$ cat src/rtl/mem_port_scheduler.sv
// Arbitrates the single physical-memory port between the icache and dcache.
// One line transaction at a time; dcache priority bounded by a starvation limit.
module mem_port_scheduler #(
    parameter int ADDR_W       = 16,
    parameter int LINE_W       = 128,
    parameter int STARVE_LIMIT = 4,
    parameter int CNT_W        = 16
) (
    input  logic              clk,
    input  logic              rst_n,
    input  logic              i_read,
    input  logic [ADDR_W-1:0] i_address,
    output logic              i_resp,
    input  logic              d_read,
    input  logic              d_write,
    input  logic [ADDR_W-1:0] d_address,
    input  logic [LINE_W-1:0] d_wdata,
    output logic              d_resp,
    output logic [LINE_W-1:0] rdata,
    output logic              pmem_read,
    output logic              pmem_write,
    output logic [ADDR_W-1:0] pmem_address,
    output logic [LINE_W-1:0] pmem_wdata,
    input  logic [LINE_W-1:0] pmem_rdata,
    input  logic              pmem_resp,
    output logic              busy,
    output logic [CNT_W-1:0]  conflict_cnt
);

    localparam int SW = $clog2(STARVE_LIMIT + 1);
    localparam logic [SW-1:0] STREAK_MAX = SW'(STARVE_LIMIT);

    typedef enum logic [1:0] {
        IDLE   = 2'd0,
        I_BUSY = 2'd1,
        D_BUSY = 2'd2
    } state_t;

    state_t        state;
    logic [SW-1:0] streak;

    logic d_req;
    logic both;
    logic grant_d;
    logic grant_i;

    // D wins contention until it has taken STARVE_LIMIT contested grants in a row
    always_comb begin
        d_req   = d_read | d_write;
        both    = d_req & i_read;
        grant_d = 1'b0;
        grant_i = 1'b0;
        if (state == IDLE) begin
            grant_d = d_req & (~i_read | (streak != STREAK_MAX));
            grant_i = i_read & ~grant_d;
        end
    end

    always_ff @(posedge clk or negedge rst_n) begin
        if (!rst_n) begin
            state        <= IDLE;
            pmem_read    <= 1'b0;
            pmem_write   <= 1'b0;
            pmem_address <= '0;
            pmem_wdata   <= '0;
            streak       <= '0;
            conflict_cnt <= '0;
        end else begin
            unique case (state)
                IDLE: begin
                    if (both && conflict_cnt != {CNT_W{1'b1}}) begin
                        conflict_cnt <= conflict_cnt + 1'b1;
                    end
                    if (grant_d) begin
                        state        <= D_BUSY;
                        pmem_address <= d_address;
                        pmem_write   <= d_write;
                        pmem_read    <= ~d_write;
                        if (d_write) begin
                            pmem_wdata <= d_wdata;
                        end
                        if (!i_read) begin
                            streak <= '0;
                        end else if (streak != STREAK_MAX) begin
                            streak <= streak + 1'b1;
                        end
                    end else if (grant_i) begin
                        state        <= I_BUSY;
                        pmem_address <= i_address;
                        pmem_read    <= 1'b1;
                        pmem_write   <= 1'b0;
                        streak       <= '0;
                    end
                end
                I_BUSY, D_BUSY: begin
                    if (pmem_resp) begin
                        state      <= IDLE;
                        pmem_read  <= 1'b0;
                        pmem_write <= 1'b0;
                    end
                end
                default: begin
                    state      <= IDLE;
                    pmem_read  <= 1'b0;
                    pmem_write <= 1'b0;
                end
            endcase
        end
    end

    assign i_resp = (state == I_BUSY) & pmem_resp;
    assign d_resp = (state == D_BUSY) & pmem_resp;
    assign rdata  = pmem_rdata;
    assign busy   = (state != IDLE);

endmodule
$ cat config.mk
export PLATFORM = sky130hd
export DESIGN_NAME = mem_port_scheduler
export DESIGN_NICKNAME = d
export VERILOG_FILES = /design/src/rtl/mem_port_scheduler.sv
export SDC_FILE = /design/constraint.sdc
export NUM_CORES = 1
export LEC_CHECK = 0
export CELL_PAD_IN_SITES_DETAIL_PLACEMENT = 1
export CELL_PAD_IN_SITES_GLOBAL_PLACEMENT = 1
export CORE_AREA = 2 2 227 229
export CTS_BUF_LIST = sky130_fd_sc_hd__clkbuf_2
export CTS_CLUSTER_SIZE = 16
export DETAILED_ROUTE_END_ITERATION = 10
export DIE_AREA = 0 0 229 231
export PLACE_DENSITY_LB_ADDON = 0.1
export SLEW_MARGIN = 5
export SYNTH_ARGS = -nofsm -noshare
export SYNTH_HDL_FRONTEND = slang
export SYNTH_SLANG_ARGS = --single-unit
$ cat constraint.sdc
create_clock -name clk -period 5.2 [get_ports clk]
set_input_delay 1.04 -clock clk [delete_from_list [all_inputs] [get_ports clk]]
set_output_delay 1.04 -clock clk [all_outputs]
set_load 0.05 [all_outputs]
==> impl_metrics.tcl <==
set metrics [dict create \
    clk_pin_slew_ns 0.22 \
    period_needed_ns 3.79 \
    drt_iter0_drc 136 \
    hold_viol 0 \
    timing.setup.tns_ns 0 \
    p_sw_mw 3.97 \
    async_flop_share_pct 100 \
    crit_family "buffers and inverters" \
    die_h_um 231 \
    cp-end-kind "output pin" \
    io_buffers 330 \
    critPathLaunchType "flop" \
    outcome "finished clean" \
    fmax_mhz 264 \
    cts_buffers 17 \
    swShare_pct 49.9 \
    wl_met3_um 3850 \
    dp_hpwl_um 20100 \
    r2r-end "pmem_wdata[116]" \
    irDropWorstVdd_mv 0.255 \
    cts_tree "done" \
    ant_nets 0 \
    clockBufferDepth 2 \
    nNetsFinal 1101 \
    dpl_worst_slack_ns 1.51 \
    ioPinCount 587 \
    reg2reg_slack_ns 2.51 \
    fillers 5701 \
    relSlewSlack_pct 42.7 \
    cp_slowest_cell "clkdlybuf4s50_1" \
    clock_latency_ns 0.95 \
    hold_class "reg -> reg" \
    synth_area_per_cell_um2 13.9 \
    core_region_area_um2 50700 \
    grt_pass1_wl_um 39700 \
    firstDrtPassIters 4 \
    clkPwrFrac_pct 8.1 \
    drcViolationCount 0 \
    gp_congestion 0.672 \
    post-route-period-util_pct 72.8 \
    skew_ns 0.0285 \
    critPathMostFrequentCell "inv_1" \
    ys_seq_area_share_pct 50.8 \
    dr_wl_met2_um 12700 \
    dieArea_um2 52900 \
    vias 5190 \
    first_global_vias 5905 \
    p_leak_nw 4.95 \
    internal_power_mw 3.99 \
    synthCells 594 \
    layout_commonest_cell "clkdlybuf4s50_1" \
    overflow 0 \
    viasPerCell 3.46 \
    power_frac_comb_pct 63.2 \
    rows 83 \
    layout_common_cells "clkdlybuf4s50_1, dfrtp_1, mux2_4" \
    rsz0062_at_grt "false" \
    max_cap_violations 0 \
    synth_area_um2 8230 \
    multi_input_area_um2 2830 \
    pwr_density_cell_nw_per_um2 695 \
    ys_ff_latch 167 \
    numClockSinks 167 \
    drt_wl_total_um 27300 \
    drive_above_1_share_pct 21.2 \
    setup_viol 0 \
    grtUsageTotal_pct 10.4 \
    synth_nets 894 \
    regArea_um2 4180 \
    critPathBufInv 3 \
    ys_warn_count 0 \
    ys_types 42 \
    hp-start "pmem_wdata[95]" \
    synth_edf_count 0 \
    post_drt_wl_per_cell_um 18.2 \
    start_util_pct 16.2 \
    hold-path-endpoint "pmem_wdata[95]" \
    reg2regPathDepth 7 \
    grt_antenna_before_repair 9 \
    critPathMaxFanout 12 \
    areaGrowthSynthToFinish_pct 39.2 \
    cts-htree-levels 4 \
    met1_length_um 10000 \
    crit_chain "inv_1, ha_1, inv_1, clkdlybuf4s50_1" \
    hold_depth 1 \
    max_stage_delay_ns 0.72 \
    slew_viol_final 0 \
    root_buffer "clkbuf_2" \
    worstPathRequired_ns 4.16 \
    timing.final.ws_setup_ns 1.41 \
    r2r-start "state[0]" \
    tightest_slew_ns 0.857 \
    crit_arrival_ns 2.75 \
    die_width_um 229 \
    p_seq_share_pct 28.7 \
    synth-main-ff-cell "dfrtp_1" \
    top_layer "met5" \
    grt_max_degree 72 \
    total_power_mw 7.96 \
    worstSetupPathType "reg -> out" \
]
## timing repair
item,in CTS,in global routing
hold endpoints to repair,57,0
hold buffers,1,0
gates resized for setup,0,0
buffers inserted,0,0
## cells by family (layout without fill, tap and decap cells)
kind of cell,Yosys count,in the layout,share of synthesized area [%]
flip-flops,167,167,50.8
buffers and inverters,159,377,15.0
multiplexers,150,150,25.2
AND/OR/NAND/NOR,66,66,4.47
AO/OA/AOI/OAI,39,39,2.89
XOR/XNOR,7,7,0.745
adder cells (fa/ha/maj),6,6,0.912
other,0,6,0
## metrics by stage
stage	utilization, %	instances	instance area [um^2]	hold slack, ns
global placement	22.2	1461	11300	0.490
CTS	22.6	1492	11400	0.337
global route	22.6	1497	11500	0.392
finish	22.6	1498	11500	0.535
floorplan	-	594	8230	0.494
detailed placement	22.2	1461	11300	0.492
## power by group through the flow
stage | Clock, mW | Sequential (mW) | Combinational, mW
2_1_floorplan | 0 | 4.38 | 1.54
3_3_place_gp | 0 | 2.33 | 5.11
3_5_place_dp | 0 | 2.30 | 5.11
4_1_cts | 0.738 | 2.30 | 5.11
5_1_grt | 0.769 | 2.39 | 5.25
6_report | 0.643 | 2.29 | 5.03
## layout make-up
cell class,count,share of cell area (%)
Inverter,10,0.328
Clock buffer,21,0.918
Clock inverter,9,0.492
Multi-Input combinational cell,268,24.7
Antenna cell,6,0.131
Tap cell,680,7.43
Timing Repair Buffer,337,29.5
Sequential cell,167,36.5
## how the worst max path moves through the flow
stage	startpoint	to	slack, ns	cells after the start
detailed placement	i_read	pmem_wdata[105]	1.51	7
global route	state[1]	busy	1.00	4
global placement	i_read	pmem_wdata[115]	1.50	7
floorplan	pmem_resp	i_resp	2.71	1
finish	state[0]	busy	1.41	4
CTS	state[1]	busy	1.13	4
## per-layer routing
metal  track usage (%)  up-vias
met5                 0        -
met4              4.50       14
met3              7.72       65
met2              16.0      264
met1              10.5     2530
li1                  -     2317
## sequential cells by signal (all words and copies together), names as in the netlist
name	count
pmem_address	16
conflict_cnt	16
pmem_write	1
streak	3
state	2
pmem_read	1
pmem_wdata	128
## cell usage after synthesis, types with 5 or more instances
| cell type | n | area, um^2 |
|---|---|---|
| a21oi_1 | 8 | 40.0 |
| buf_4 | 128 | 961 |
| mux2_4 | 109 | 1640 |
| dfrtp_1 | 167 | 4180 |
| o21ai_0 | 18 | 90.1 |
| ha_1 | 6 | 75.1 |
| inv_1 | 10 | 37.5 |
| mux2i_1 | 18 | 180 |
| nand3_1 | 8 | 40.0 |
| mux2_2 | 22 | 248 |
| nand2_1 | 20 | 75.1 |
| nor2_1 | 9 | 33.8 |
| nand2b_1 | 5 | 31.3 |
| buf_6 | 5 | 56.3 |
| buf_8 | 10 | 150 |
(Power assumes the default switching activity.)
